## src/rtl/dmux_scan_driver_if.sv

```systemverilog
// -----------------------------------------------------------------------------
// dmux_scan_driver_if
//   Bundles the upstream word handshake and the demux drive lines of
//   dmux_scan_driver.
//
//   Signals:
//     in_valid  upstream word available
//     in_data   4-bit word, bit k goes to channel k
//     in_ready  driver can accept a word this cycle
//     sel       demux select (channel index)
//     d         demux data bit
//     stb       sel/d valid for capture this cycle
//     busy      scan in progress
//     done      one-cycle pulse on the last channel of a word
//
//   Modports:
//     master  upstream side (drives in_valid/in_data, observes the rest)
//     slave   driver side (dmux_scan_driver)
// -----------------------------------------------------------------------------
interface dmux_scan_driver_if;
  logic       in_valid;
  logic [3:0] in_data;
  logic       in_ready;
  logic [1:0] sel;
  logic       d;
  logic       stb;
  logic       busy;
  logic       done;

  modport master (
    output in_valid, in_data,
    input  in_ready, sel, d, stb, busy, done
  );

  modport slave (
    input  in_valid, in_data,
    output in_ready, sel, d, stb, busy, done
  );
endinterface

```

## src/rtl/dmux_scan_driver.sv

```systemverilog
// -----------------------------------------------------------------------------
// dmux_scan_driver
//   Upstream feeder for a 1-to-4 demultiplexer. Accepts a 4-bit word over a
//   valid/ready handshake and plays it out one bit per channel in order 0..3,
//   driving the demux select (sel) and data (d) lines with a capture strobe
//   (stb). Back-to-back words stream with no idle bubble: the next word is
//   accepted in the final cycle of channel 3.
//
//   Ports:
//     clk    rising-edge clock
//     rst_n  asynchronous active-low reset
//     bus    dmux_scan_driver_if.slave (in_valid, in_data, in_ready,
//            sel, d, stb, busy, done)
//
//   Parameter:
//     IDLE_D  value driven on d while no word is being scanned
//
//   Configuration macro:
//     DMUX_SCAN_HOLD_EN  when defined, each channel period is two cycles: a
//                        settle cycle (ph=0, stb=0) followed by a capture
//                        cycle (ph=1, stb=1), with sel/d driven in both.
//                        When undefined, each channel lasts one cycle.
//
//   All outputs are decoded from registers only; in_ready depends on the
//   state registers alone, never on in_valid/in_data.
// -----------------------------------------------------------------------------
module dmux_scan_driver #(
  parameter logic IDLE_D = 1'b0
) (
  input  logic                 clk,
  input  logic                 rst_n,
  dmux_scan_driver_if.slave    bus
);

  localparam logic [0:0] S_IDLE = 1'b0;
  localparam logic [0:0] S_SCAN = 1'b1;

  logic [0:0] state_r, state_s;
  logic [1:0] ch_r, ch_s;
  logic [3:0] wreg_r, wreg_s;
  logic       period_end_s;   // last cycle of the current channel period
  logic       ready_s;
  logic       accept_s;

`ifdef DMUX_SCAN_HOLD_EN
  logic       ph_r, ph_s;

  // With hold, a channel period ends on its capture (second) cycle.
  assign period_end_s = ph_r;
`else
  // Without hold, every scan cycle is the end of its channel period.
  assign period_end_s = 1'b1;
`endif

  // Ready in idle, or in the final cycle of channel 3 so words chain seamlessly.
  always_comb begin
    ready_s = 1'b0;
    if (state_r == S_IDLE) begin
      ready_s = 1'b1;
    end else begin
      ready_s = (ch_r == 2'd3) && period_end_s;
    end
  end

  assign accept_s = bus.in_valid && ready_s;

  // Next-state logic for the scan sequencer.
  always_comb begin
    state_s = state_r;
    ch_s    = ch_r;
    wreg_s  = wreg_r;
`ifdef DMUX_SCAN_HOLD_EN
    ph_s    = ph_r;
`endif
    case (state_r)
      S_IDLE: begin
`ifdef DMUX_SCAN_HOLD_EN
        ph_s = 1'b0;
`endif
        if (accept_s) begin
          state_s = S_SCAN;
          ch_s    = 2'd0;
          wreg_s  = bus.in_data;
        end else begin
          state_s = S_IDLE;
          ch_s    = 2'd0;
        end
      end
      S_SCAN: begin
`ifdef DMUX_SCAN_HOLD_EN
        // Settle/capture alternate; the end of a period always returns to 0,
        // which is also the correct phase for a freshly reloaded word.
        ph_s = ~ph_r;
`endif
        if (period_end_s) begin
          if (ch_r == 2'd3) begin
            if (accept_s) begin
              state_s = S_SCAN;
              ch_s    = 2'd0;
              wreg_s  = bus.in_data;
            end else begin
              state_s = S_IDLE;
              ch_s    = 2'd0;
            end
          end else begin
            ch_s = ch_r + 2'd1;
          end
        end else begin
          ch_s = ch_r;
        end
      end
      default: begin
        state_s = S_IDLE;
        ch_s    = 2'd0;
        wreg_s  = 4'd0;
`ifdef DMUX_SCAN_HOLD_EN
        ph_s    = 1'b0;
`endif
      end
    endcase
  end

  // State registers; reset discards any word in flight immediately.
  always_ff @(posedge clk or negedge rst_n) begin
    if (!rst_n) begin
      state_r <= S_IDLE;
      ch_r    <= 2'd0;
      wreg_r  <= 4'd0;
`ifdef DMUX_SCAN_HOLD_EN
      ph_r    <= 1'b0;
`endif
    end else begin
      state_r <= state_s;
      ch_r    <= ch_s;
      wreg_r  <= wreg_s;
`ifdef DMUX_SCAN_HOLD_EN
      ph_r    <= ph_s;
`endif
    end
  end

  // Output decode from registers only, so sel/d move only on clock edges.
  always_comb begin
    bus.in_ready = ready_s;
    bus.sel      = 2'd0;
    bus.d        = IDLE_D;
    bus.stb      = 1'b0;
    bus.busy     = 1'b0;
    bus.done     = 1'b0;
    if (state_r == S_SCAN) begin
      bus.sel  = ch_r;
      bus.d    = wreg_r[ch_r];
      bus.stb  = period_end_s;
      bus.busy = 1'b1;
      bus.done = (ch_r == 2'd3) && period_end_s;
    end else begin
      bus.sel  = 2'd0;
      bus.d    = IDLE_D;
    end
  end

endmodule

```

## src/flat_wrapper.sv

```systemverilog
// flat-port wrapper written by rule: the top's interface ports become plain ports
module dmux_scan_driver_flat 
#(
  parameter logic IDLE_D = 1'b0
)
  (clk, rst_n, bus_in_valid, bus_in_data, bus_in_ready, bus_sel, bus_d, bus_stb, bus_busy, bus_done);
  dmux_scan_driver_if bus_i ();
  input  logic clk;
  input  logic rst_n;
  input wire logic [$bits(bus_i.in_valid)-1:0] bus_in_valid;
  input wire logic [$bits(bus_i.in_data)-1:0] bus_in_data;
  output wire logic [$bits(bus_i.in_ready)-1:0] bus_in_ready;
  output wire logic [$bits(bus_i.sel)-1:0] bus_sel;
  output wire logic [$bits(bus_i.d)-1:0] bus_d;
  output wire logic [$bits(bus_i.stb)-1:0] bus_stb;
  output wire logic [$bits(bus_i.busy)-1:0] bus_busy;
  output wire logic [$bits(bus_i.done)-1:0] bus_done;
  assign bus_i.in_valid = bus_in_valid;
  assign bus_i.in_data = bus_in_data;
  assign bus_in_ready = bus_i.in_ready;
  assign bus_sel = bus_i.sel;
  assign bus_d = bus_i.d;
  assign bus_stb = bus_i.stb;
  assign bus_busy = bus_i.busy;
  assign bus_done = bus_i.done;
  dmux_scan_driver #(.IDLE_D(IDLE_D)) u_core (.clk(clk), .rst_n(rst_n), .bus(bus_i));
endmodule
```

## config.mk

```make
export PLATFORM = sky130hd
export DESIGN_NAME = dmux_scan_driver_flat
export DESIGN_NICKNAME = d
export VERILOG_FILES = /design/src/rtl/dmux_scan_driver_if.sv /design/src/rtl/dmux_scan_driver.sv /design/src/flat_wrapper.sv
export SDC_FILE = /design/constraint.sdc
export NUM_CORES = 1
export LEC_CHECK = 0
export ABC_CLOCK_PERIOD_IN_PS = 1600
export BUFFER_PORTS_ARGS = -buffer_cell sky130_fd_sc_hd__buf_2
export CAP_MARGIN = 20
export CORE_AREA = 2 2 39 41
export CTS_CLUSTER_SIZE = 40
export DETAILED_ROUTE_END_ITERATION = 10
export DIE_AREA = 0 0 41 43
export GPL_ROUTABILITY_DRIVEN = 0
export GPL_TIMING_DRIVEN = 1
export PLACE_DENSITY = 0.55
export SYNTH_ARGS = -nofsm -noshare
export SYNTH_HDL_FRONTEND = slang
export SYNTH_SLANG_ARGS = --single-unit
```

## constraint.sdc

```tcl
create_clock -name clk -period 1.6 [get_ports clk]
set_input_delay 0 -clock clk [delete_from_list [all_inputs] [get_ports clk]]
set_output_delay 0 -clock clk [all_outputs]
set_load 0.005 [all_outputs]
```

==> metrics.md <==
| Metric | Value |
|---|---|
| Yosys top cell area share | `~55%` |
| GRT overflow | `0` |
| PostCTS Resize Cnt | `0` |
| NumNets Final | `54` |
| Clock sink count | `7` |
| Drt total wl | `roughly 600 microns` |
| Die width | `roughly 41 microns` |
| Layout area overhead | `51.6%` |
| H-tree Lvls | `1` |
| Final instance area | `between 400 and 500 sq um` |
| Initial Util | `between 20% and 30%` |
| TritonRoute pass-1 iters | `2` |
| Final Skew | `between 0.0008 and 0.0009 ns` |
| Largest family of logic cells by synthesized area | `multiplexers` |
| Worst hold path type | `in -> async` |
| Yosys warnings | `0` |
| Pint | `599 uW` |
| Slew Viols, Final | `0` |
| Placed Area | `approximately 400 sq um` |
| Status | `finished clean` |
| Synth Area in Adders | `between 3 and 4%` |
| Period minus WS final | `between 1 and 1.5 ns` |
| Peak VDD IR | `0.637 mV` |
| Critical path class | `reg -> reg` |
| Post-synthesis mux area share | `about a fifth` |
| Final Hold Viols | `0` |
| First-pass GRT wire length | `about 940 microns` |
| Final setup margin | `around 0.12 ns` |
| Setup_tns | `0 ns` |
| Synth Area in XOR/XNOR | `0%` |
| Sequential area share after synthesis | `55.1%` |
| Iter 0 DRT Violations | `6` |
| Clk slew on worst S/H paths | `0.05 ns` |
| Root Buffer | `clkbuf_4` |
| Synth Area in Compound Gates | `0%` |
| RSZ-0062 raised after global routing | `false` |
| Routed vias/inst | `3.93` |
| Clock buffer count from CTS | `3` |
| NetSw | `~250 uW` |
| Io pins | `14` |
| Critical-path maximum fanout | `4` |
| Fillers | `130` |
| Startpoint types | `flop` |
| Longest Clk Path Bufs | `2` |
| Worst Setup End Kind | `flop` |
| Die height | `between 40 and 50 microns` |
| Layout cells sized above 1 | `around half` |
| Core area | `between 1000 and 1500 sq um` |
| Syn nets | `31` |
| Syn Std Cell Area | `approximately 320 sq um` |
| Simple-gate share of the synthesized area | `roughly 17%` |
| Mean post-synth cell area | `13.8 sq um` |
| Combinational power share | `~43%` |
| Mapped Cells | `23` |
| Largest net degree at the start of global routing | `9` |
| Row count | `14` |
| Number of global-route vias before repair | `approximately 230` |
| Hpwl dp | `422 microns` |
| CTS tree | `done` |
| Area leader, netlist | `dfrtp_1` |
| Arrival time at the worst endpoint | `around 1.6 ns` |
| Top post-synthesis cells by area | `dfrtp_1, mux2_2, and2_1` |
| Drt wl/cell | `between 9 and 10 microns` |
| Seq. cell area | `175 sq um` |
| GRT Overall Usage | `approximately 8.6%` |
| FMAX | `between 0.6 and 0.7 GHz` |
| Initial antenna violation count | `0` |
| Slew headroom | `between 80 and 90%` |
| CP required | `approximately 1.7 ns` |
| DRC errors left | `0` |
| Clock power share | `a little under a fifth` |
| Leakage | `0.227 nW` |
| Dpl ws | `~0.12 ns` |
| DR vias | `between 200 and 250` |
| Worst slew pin tran | `between 0.2 and 0.25 ns` |
| Final worst path period share | `a little over 90%` |
| Antenna cells | `0` |
| Switching share of power | `approximately 30%` |
| Die ar. | `between 1500 and 2000 sq um` |
| Worst-Skew Late Latency | `between 0.2 and 0.25 ns` |
| Pwr/cell area | `between 1500 and 2000 nW/um^2` |
| Synth Register Bits | `7` |
| Final ANT Viol Nets | `0` |
| Distinct cells, synth | `11` |
| Setup violations, final | `0` |
| IO buf count | `13` |
| Number of max-cap violations | `0` |
| Register share of total power | `approximately two fifths` |
| Multi-input gate area | `135 sq um` |
[per-stage QoR]
step / hold slack (ns) / util [%] / power, mW / cells
floorplan: -0.296 / - / 0.565 / 23
global route: 0.126 / 34.8 / 0.945 / 61
global placement: -0.157 / 28.6 / 0.692 / 51
detailed placement: -0.160 / 28.6 / 0.692 / 51
finish: 0.116 / 34.8 / 0.853 / 61
CTS: 0.109 / 34.8 / 0.862 / 61
[synthesized netlist by cell type]
cell type / n
nand2_1: 1
and2_2: 1
dfrtp_1: 7
and2_1: 4
mux2_2: 4
ha_1: 1
mux4_2: 1
nand2b_1: 1
nor2_1: 1
nand2b_2: 1
buf_4: 1
[worst max-delay path: stages (launching register included)]
cell      delay, ns
dfrtp_1        0.41
ha_1           0.23
nand2b_2       0.20
nand2_1        0.16
mux2_2         0.35
[per-layer routing]
metal / wire length [microns] / vias up / global-route usage (%) / share of wire [%]
li1: - / 122 / - / -
met1: 280 / 102 / 8.70 / 46
met2: 248 / 14 / 11.9 / 41
met3: 66 / 2 / 7.85 / 11
met4: 8 / 0 / 4.00 / 1.3
met5: 0 / - / 0 / 0
[timing repair]
action	CTS	global route
hold buffers	6	0
hold endpoints to repair	12	0
buffers inserted	0	0
[layout by cell type, fill, tap and decap left out, drive strengths merged]
| master | count |
|---|---|
| buf | 13 |
| mux2 | 4 |
| clkbuf | 4 |
| nand2 | 1 |
| ha | 1 |
| and2 | 5 |
| dlygate4sd3 | 6 |
| nor2 | 1 |
| nand2b | 2 |
| mux4 | 1 |
| dfrtp | 7 |
[power by group through the flow]
stage / logic [mW] / registers (mW) / clock network, mW
floorplan: 0.248 / 0.316 / 0
global placement: 0.357 / 0.335 / 0
detailed placement: 0.357 / 0.335 / 0
CTS: 0.369 / 0.332 / 0.161
global route: 0.425 / 0.345 / 0.175
finish: 0.366 / 0.332 / 0.154
[flip-flops by register name, indices dropped and copies added (netlist names)]
name / cells
u_core.ch_r: 2
u_core.state_r: 1
u_core.wreg_r: 4
[worst paths after layout]
kind | startpoint | endpoint | slack, ns | cells after the start
max reg2reg | u_core.ch_r[0] | u_core.wreg_r[2] | 0.12 | 4
min | rst_n | u_core.ch_r[1] | 0.12 | 2
min in group clk | bus_in_valid | u_core.state_r | 0.49 | 3
min reg2reg | u_core.ch_r[0] | u_core.ch_r[0] | 0.50 | 1
max | u_core.ch_r[0] | u_core.wreg_r[2] | 0.12 | 4
max in group asynchronous | rst_n | u_core.wreg_r[3] | 1.33 | 2
[cell type report]
type	count	share of cell area [%]
Tap cell	16	4.16
Clock buffer	4	5.45
Multi-Input combinational cell	15	28.1
Sequential cell	7	36.4
Timing Repair Buffer	19	26.0
[logic make-up (layout without fill, tap and decap cells)]
| family | after synthesis | in the layout |
|---|---|---|
| flip-flops | 7 | 7 |
| buffers and inverters | 1 | 23 |
| multiplexers | 5 | 5 |
| adder cells (fa/ha/maj) | 1 | 1 |
| AND/OR/NAND/NOR | 9 | 9 |
Power figures use the tool's default switching activity.
